===== config.mk =====
export PLATFORM = sky130hd
export DESIGN_NAME = imem_fetch_ctrl
export DESIGN_NICKNAME = d
export VERILOG_FILES = /design/src/rtl/imem_fetch_ctrl.sv
export SDC_FILE = /design/constraint.sdc
export NUM_CORES = 1
export LEC_CHECK = 0
export ABC_AREA = 0
export CORE_ASPECT_RATIO = 0.5
export CORE_UTILIZATION = 45
export CTS_CLUSTER_SIZE = 20
export DETAILED_ROUTE_END_ITERATION = 10
export PLACE_DENSITY_LB_ADDON = 0.08
export SYNTH_ARGS = -nofsm -noshare
export SYNTH_HDL_FRONTEND = slang
export SYNTH_SLANG_ARGS = --single-unit
export TNS_END_PERCENT = 5

===== constraint.sdc =====
create_clock -name clk -period 2.5 [get_ports clk]
set_clock_uncertainty 0.2 [all_clocks]
set_input_delay 0.625 -clock clk [delete_from_list [all_inputs] [get_ports clk]]
set_output_delay 0.625 -clock clk [all_outputs]
set_load 0.03 [all_outputs]

===== src/rtl/imem_fetch_ctrl.sv =====
// Instruction-fetch sequencer: owns the fetch PC, drives the combinational ROM address and
// buffers {pc, instr} pairs in a small FIFO presented to IF/ID via valid/ready.
module imem_fetch_ctrl #(
    parameter logic [31:0] RESET_PC   = 32'h0000_0000,
    parameter int unsigned FIFO_DEPTH = 2,
    localparam int unsigned AW        = $clog2(FIFO_DEPTH),
    localparam int unsigned CW        = $clog2(FIFO_DEPTH) + 1
) (
    input  logic          clk,
    input  logic          reset,
    output logic [31:0]   rom_addr,
    input  logic [31:0]   rom_data,
    input  logic          halt,
    input  logic          redirect_valid,
    input  logic [31:0]   redirect_pc,
    output logic          if_valid,
    input  logic          if_ready,
    output logic [31:0]   if_pc,
    output logic [31:0]   if_instr,
    output logic [CW-1:0] if_count
);

    localparam logic [CW-1:0] DEPTH_C = CW'(FIFO_DEPTH);
    localparam logic [CW-1:0] ZERO_C  = CW'(1'b0);

    logic [31:0]   fetch_pc_q, fetch_pc_d;
    logic [AW-1:0] wr_ptr_q, wr_ptr_d;
    logic [AW-1:0] rd_ptr_q, rd_ptr_d;
    logic [CW-1:0] count_q, count_d;
    logic [31:0]   pc_mem_q    [FIFO_DEPTH];
    logic [31:0]   instr_mem_q [FIFO_DEPTH];
    logic          pop_s, push_s;
    logic [31:0]   target_s;

    // Handshake decode and next-state for fetch PC, pointers and occupancy.
    always_comb begin
        pop_s      = (count_q != ZERO_C) & if_ready & ~redirect_valid;
        push_s     = ~redirect_valid & ~halt & ((count_q < DEPTH_C) | pop_s);
        target_s   = redirect_pc & 32'hFFFF_FFFC;
        fetch_pc_d = fetch_pc_q;
        wr_ptr_d   = wr_ptr_q;
        rd_ptr_d   = rd_ptr_q;
        count_d    = count_q;
        if (redirect_valid) begin
            // Redirect discards every buffered word, including any in-flight pop.
            fetch_pc_d = target_s;
            wr_ptr_d   = AW'(1'b0);
            rd_ptr_d   = AW'(1'b0);
            count_d    = ZERO_C;
        end else begin
            if (push_s) begin
                fetch_pc_d = fetch_pc_q + 32'd4;
                wr_ptr_d   = wr_ptr_q + AW'(1'b1);
            end else begin
                fetch_pc_d = fetch_pc_q;
                wr_ptr_d   = wr_ptr_q;
            end
            if (pop_s) begin
                rd_ptr_d = rd_ptr_q + AW'(1'b1);
            end else begin
                rd_ptr_d = rd_ptr_q;
            end
            case ({push_s, pop_s})
                2'b10:   count_d = count_q + CW'(1'b1);
                2'b01:   count_d = count_q - CW'(1'b1);
                default: count_d = count_q;
            endcase
        end
    end

    // Control state registers.
    always_ff @(posedge clk or negedge reset) begin
        if (!reset) begin
            fetch_pc_q <= RESET_PC;
            wr_ptr_q   <= AW'(1'b0);
            rd_ptr_q   <= AW'(1'b0);
            count_q    <= ZERO_C;
        end else begin
            fetch_pc_q <= fetch_pc_d;
            wr_ptr_q   <= wr_ptr_d;
            rd_ptr_q   <= rd_ptr_d;
            count_q    <= count_d;
        end
    end

    // Entry storage; written only on push.
    always_ff @(posedge clk or negedge reset) begin
        if (!reset) begin
            for (int i = 0; i < FIFO_DEPTH; i++) begin
                pc_mem_q[i]    <= 32'h0000_0000;
                instr_mem_q[i] <= 32'h0000_0000;
            end
        end else if (push_s) begin
            pc_mem_q[wr_ptr_q]    <= fetch_pc_q;
            instr_mem_q[wr_ptr_q] <= rom_data;
        end else begin
            pc_mem_q[wr_ptr_q]    <= pc_mem_q[wr_ptr_q];
            instr_mem_q[wr_ptr_q] <= instr_mem_q[wr_ptr_q];
        end
    end

    // Outputs are taken straight from registers, so if_ready/redirect never reach them combinationally.
    assign rom_addr = fetch_pc_q;
    assign if_valid = (count_q != ZERO_C);
    assign if_count = count_q;
    assign if_pc    = pc_mem_q[rd_ptr_q];
    assign if_instr = instr_mem_q[rd_ptr_q];

endmodule

==> out/summary.log <==
INFO  global_route   grt_pass1_wl=27.06mm
INFO  clocking       clk_pin_slew=0.06ns
INFO  status         run_status=finished with violations
INFO  yosys          synth_edf_count=0
INFO  clocking       clock_tree_root_buffer_cell=sky130_fd_sc_hd__clkbuf_16
INFO  yosys          synth_top_cells_by_area=sky130_fd_sc_hd__dfrtp_1 55%, sky130_fd_sc_hd__mux2_2 28%, sky130_fd_sc_hd__xor2_1 2.8%
INFO  critical_path  slowest_stage=sky130_fd_sc_hd__dfrtp_2
INFO  floorplanning  core_area=15780squm
INFO  floorplanning  start_util=47.07%
INFO  timing         final_min_period_over_clock_period=101.9%
INFO  global_route   globalRoute.totalOverflow=0
INFO  cells_and_area fillers=1287
INFO  clocking       clkSinkCount=162
INFO  timing         finalSetupTns=-0.3246ns
INFO  timing         hold_violation_total_from_the_final_report=0
INFO  global_route   grt_pass1_vias=5272
INFO  critical_path  library_cell_appearing_most_often_on_the_critical_path=sky130_fd_sc_hd__buf_12
INFO  pwr            design_power_total=8.798mW
INFO  yosys          post_synth_num_cell_types=40
INFO  pwr            vdd.ir_drop.worst=0.5044mV
INFO  yosys          synth_top_cell_by_area=sky130_fd_sc_hd__dfrtp_1
INFO  yosys          yosys_most_used_dff=sky130_fd_sc_hd__dfrtp_1
INFO  route          remaining_drc_errors=0
INFO  yosys          netlist_area=7425squm
INFO  route          drtPass1Iterations=5
INFO  yosys          ys_warn_count=0
INFO  critical_path  critPathRequiredTime=1.67ns
INFO  worst_hold_path class_of_the_most_critical_hold_timing_path=flop to flop
INFO  timing         final-max-slew-violation-count=0
INFO  yosys          seq_area_frac_synth=54.60%
INFO  cells_and_area area.growth.synth_to_final=34.45%
INFO  route          wirelength=16.62mm
INFO  yosys          postSynthRegisterBits=162
INFO  clocking       cts_made_buffers=17
INFO  critical_path  timing.critical_path.to_type=primary output
INFO  yosys          post_synth.cell_area_avg=13.38squm
INFO  route          postRouteAntennaNets=0
INFO  timing         timing.final.setup_violations=12
INFO  clocking       tritoncts=built
INFO  floorplanning  fp.dieH=92.83microns
INFO  timing         postLayoutSetupSlackWorst=-0.04785ns
INFO  timing         achievable-frequency=0.3925GHz
INFO  yosys          yosys.area.top_type_share=54.60%
INFO  critical_path  timing.critical_path.arrival=1.72ns
INFO  cells_and_area final_instance_area=9982squm
INFO  pwr            p_leak=4.326nW
INFO  critical_path  crit_path_max_fanout=14
INFO  route          viasPerCell=5.104
INFO  cells_and_area final_nets=814
INFO  critical_path  critical_path.cell_chain=buf_12 > buf_12 > mux2_2 > clkdlybuf4s15_2
INFO  route          dr.first_iter.drc_count=186
INFO  timing         rsz0062_at_grt=yes
INFO  critical_path  critPathLaunchType=flop
INFO  yosys          asyncSetResetFlopFracSynth=100.0%
INFO  route          routedWlPerCell=16.99microns
INFO  place          gp_congestion=0.7864
INFO  floorplanning  design.die.area=17050squm
INFO  clocking       cts-root-to-sink-buffers=2
INFO  place          placed_cell_area=9570squm
INFO  route          routed-via-count=4992
INFO  job            maximum_capacitance_violations=0
INFO  place          place.port_buffers=163
INFO  clocking       clock_tree.htree_level_count=4
INFO  timing         period_minus_slack=2.548ns
INFO  global_route   largest_net_degree_at_the_start_of_global_routing=53
INFO  critical_path  cp_slowest_stage_delay=0.39ns
INFO  critical_path  criticalPathCategory=flop to primary output
INFO  clocking       clock_insertion_delay_worst_skew=0.42ns
INFO  place          dp.cells=944
INFO  floorplanning  boundaryPins=168
INFO  global_route   initial_antenna_violation_count=1
INFO  status         failing_checks=negative setup slack
INFO  pwr            pwr_dens=881.3nW/um^2
INFO  global_route   gr-usage-all-layers=20.69%
INFO  cells_and_area final_cell_count_no_fill=978
INFO  cells_and_area antenna-diode-count=0
INFO  yosys          synthesis.instances=555
INFO  floorplanning  core.rowCount=32
INFO  place          placement.setup.worst_slack=-0.1154ns
INFO  place          place.detailed.hpwl=11.40mm
INFO  cells_and_area post_route_cells_drive_above_1_share=43.06%
INFO  floorplanning  die_width=183.7microns
## final timing paths
check | end | slack, ns | depth (start not counted) | startpoint
worst max-delay path | if_pc[11] | -0.05 | 4 | rd_ptr_q$_DFFE_PN0P_
worst min-delay path | instr_mem_q[44]$_DFFE_PN0N_ | 0.28 | 1 | instr_mem_q[44]$_DFFE_PN0N_
worst max register to register | rom_addr[30]$_DFFE_PN0P_ | 0.34 | 5 | rom_addr[11]$_DFFE_PN0P_
worst min register to register | instr_mem_q[44]$_DFFE_PN0N_ | 0.28 | 1 | instr_mem_q[44]$_DFFE_PN0N_
max in group asynchronous | rom_addr[23]$_DFFE_PN0P_ | 0.92 | 3 | reset
min in group asynchronous | pc_mem_q[8]$_DFFE_PN0P_ | 0.50 | 2 | reset
## metal layers
layer | wire length (microns) | global-route usage, %
met5 | 12 | 0
met2 | 7768 | 33.27
met1 | 7662 | 26.76
met3 | 1031 | 6.882
met4 | 142 | 5.556
## critical path: cells and delay by family, from the launching register on
kind | cells | cell delay [ns]
multiplexers | 1 | 0.36
buffers and inverters | 3 | 0.55
flip-flops | 1 | 0.39
## repair_timing
action | CTS | global route
hold endpoints to repair | 41 | 0
gates resized for setup | 167 | 101
hold buffers | 1 | 0
setup endpoints to repair | 63 | 68
buffers inserted | 0 | 1
## synth_stat cells, drive strengths merged, types with 4 or more instances
cell type / number
xnor2: 4
buf: 16
o21ai: 32
and3: 4
mux2: 188
nor2: 6
xor2: 24
nor2b: 7
dfrtp: 162
clkbuf: 16
nand2: 40
nand3: 11
inv: 4
nor3: 5
nand4: 11
## power by group
part / internal, mW / switching (mW) / total (mW)
registers: 3.27 / 0.358 / 3.62
logic: 1.24 / 1.32 / 2.55
clock network: 1.60 / 1.02 / 2.62
total: 6.10 / 2.70 / 8.80
## metrics by stage
| step | hold slack (ns) | util (%) |
|---|---|---|
| floorplan | 0.1294 | - |
| global placement | 0.2635 | 60.67 |
| detailed placement | 0.2753 | 60.67 |
| CTS | 0.2907 | 64.79 |
| global route | 0.3142 | 63.28 |
| finish | 0.2841 | 63.28 |
## layout make-up
| cell class | instances | area, sq um | share of cell area [%] |
|---|---|---|---|
| sequential | 162 | 4055 | 40.62 |
| multi-input combinational | 358 | 3176 | 31.81 |
| timing repair buffer | 201 | 1871 | 18.74 |
| clock buffer | 23 | 457.9 | 4.588 |
| tap | 221 | 276.5 | 2.770 |
| clock inverter | 9 | 131.4 | 1.316 |
| inverter | 4 | 15.01 | 0.1504 |
## flip-flops by register name (all words and copies together), names as in the netlist
signal       flops
instr_mem_q     64
pc_mem_q        64
rom_addr        30
if_count         2
rd_ptr_q         1
wr_ptr_q         1
## kinds of logic (layout without fill, tap and decap cells)
group	Yosys count	after routing	share of synthesized area, %
buf+inv	36	237	2.764
simple gates	98	98	7.584
xor+xnor	28	28	3.303
mux	190	190	28.78
fa+ha+maj	1	1	0.1685
other cells	1	2	0.05051
compound gates	39	39	2.747
flops	162	162	54.60
## cell usage in the layout (no fill, tap or decap), types with 3 or more instances in the layout
master / netlist / final
sky130_fd_sc_hd__clkbuf_16: 0 / 17
sky130_fd_sc_hd__xor2_1: 24 / 24
sky130_fd_sc_hd__nor2b_1: 6 / 6
sky130_fd_sc_hd__dlymetal6s2s_1: 0 / 7
sky130_fd_sc_hd__nand2_1: 40 / 40
sky130_fd_sc_hd__clkinvlp_4: 0 / 3
sky130_fd_sc_hd__bufinv_16: 0 / 3
sky130_fd_sc_hd__nor3_1: 4 / 3
sky130_fd_sc_hd__inv_1: 4 / 4
sky130_fd_sc_hd__nand3_1: 10 / 10
sky130_fd_sc_hd__o21ai_0: 32 / 32
sky130_fd_sc_hd__clkdlybuf4s15_2: 0 / 12
sky130_fd_sc_hd__clkbuf_2: 0 / 7
sky130_fd_sc_hd__clkdlybuf4s50_1: 0 / 86
sky130_fd_sc_hd__nand4_1: 10 / 10
sky130_fd_sc_hd__dlygate4sd2_1: 0 / 4
sky130_fd_sc_hd__xnor2_1: 4 / 4
sky130_fd_sc_hd__a31oi_1: 3 / 3
sky130_fd_sc_hd__clkbuf_1: 13 / 5
sky130_fd_sc_hd__buf_2: 8 / 41
sky130_fd_sc_hd__nor2_1: 5 / 5
sky130_fd_sc_hd__mux2_1: 5 / 5
sky130_fd_sc_hd__buf_12: 0 / 14
sky130_fd_sc_hd__dfrtp_1: 162 / 161
sky130_fd_sc_hd__buf_4: 8 / 28
sky130_fd_sc_hd__mux2_2: 183 / 183
(Power assumes the default switching activity.)
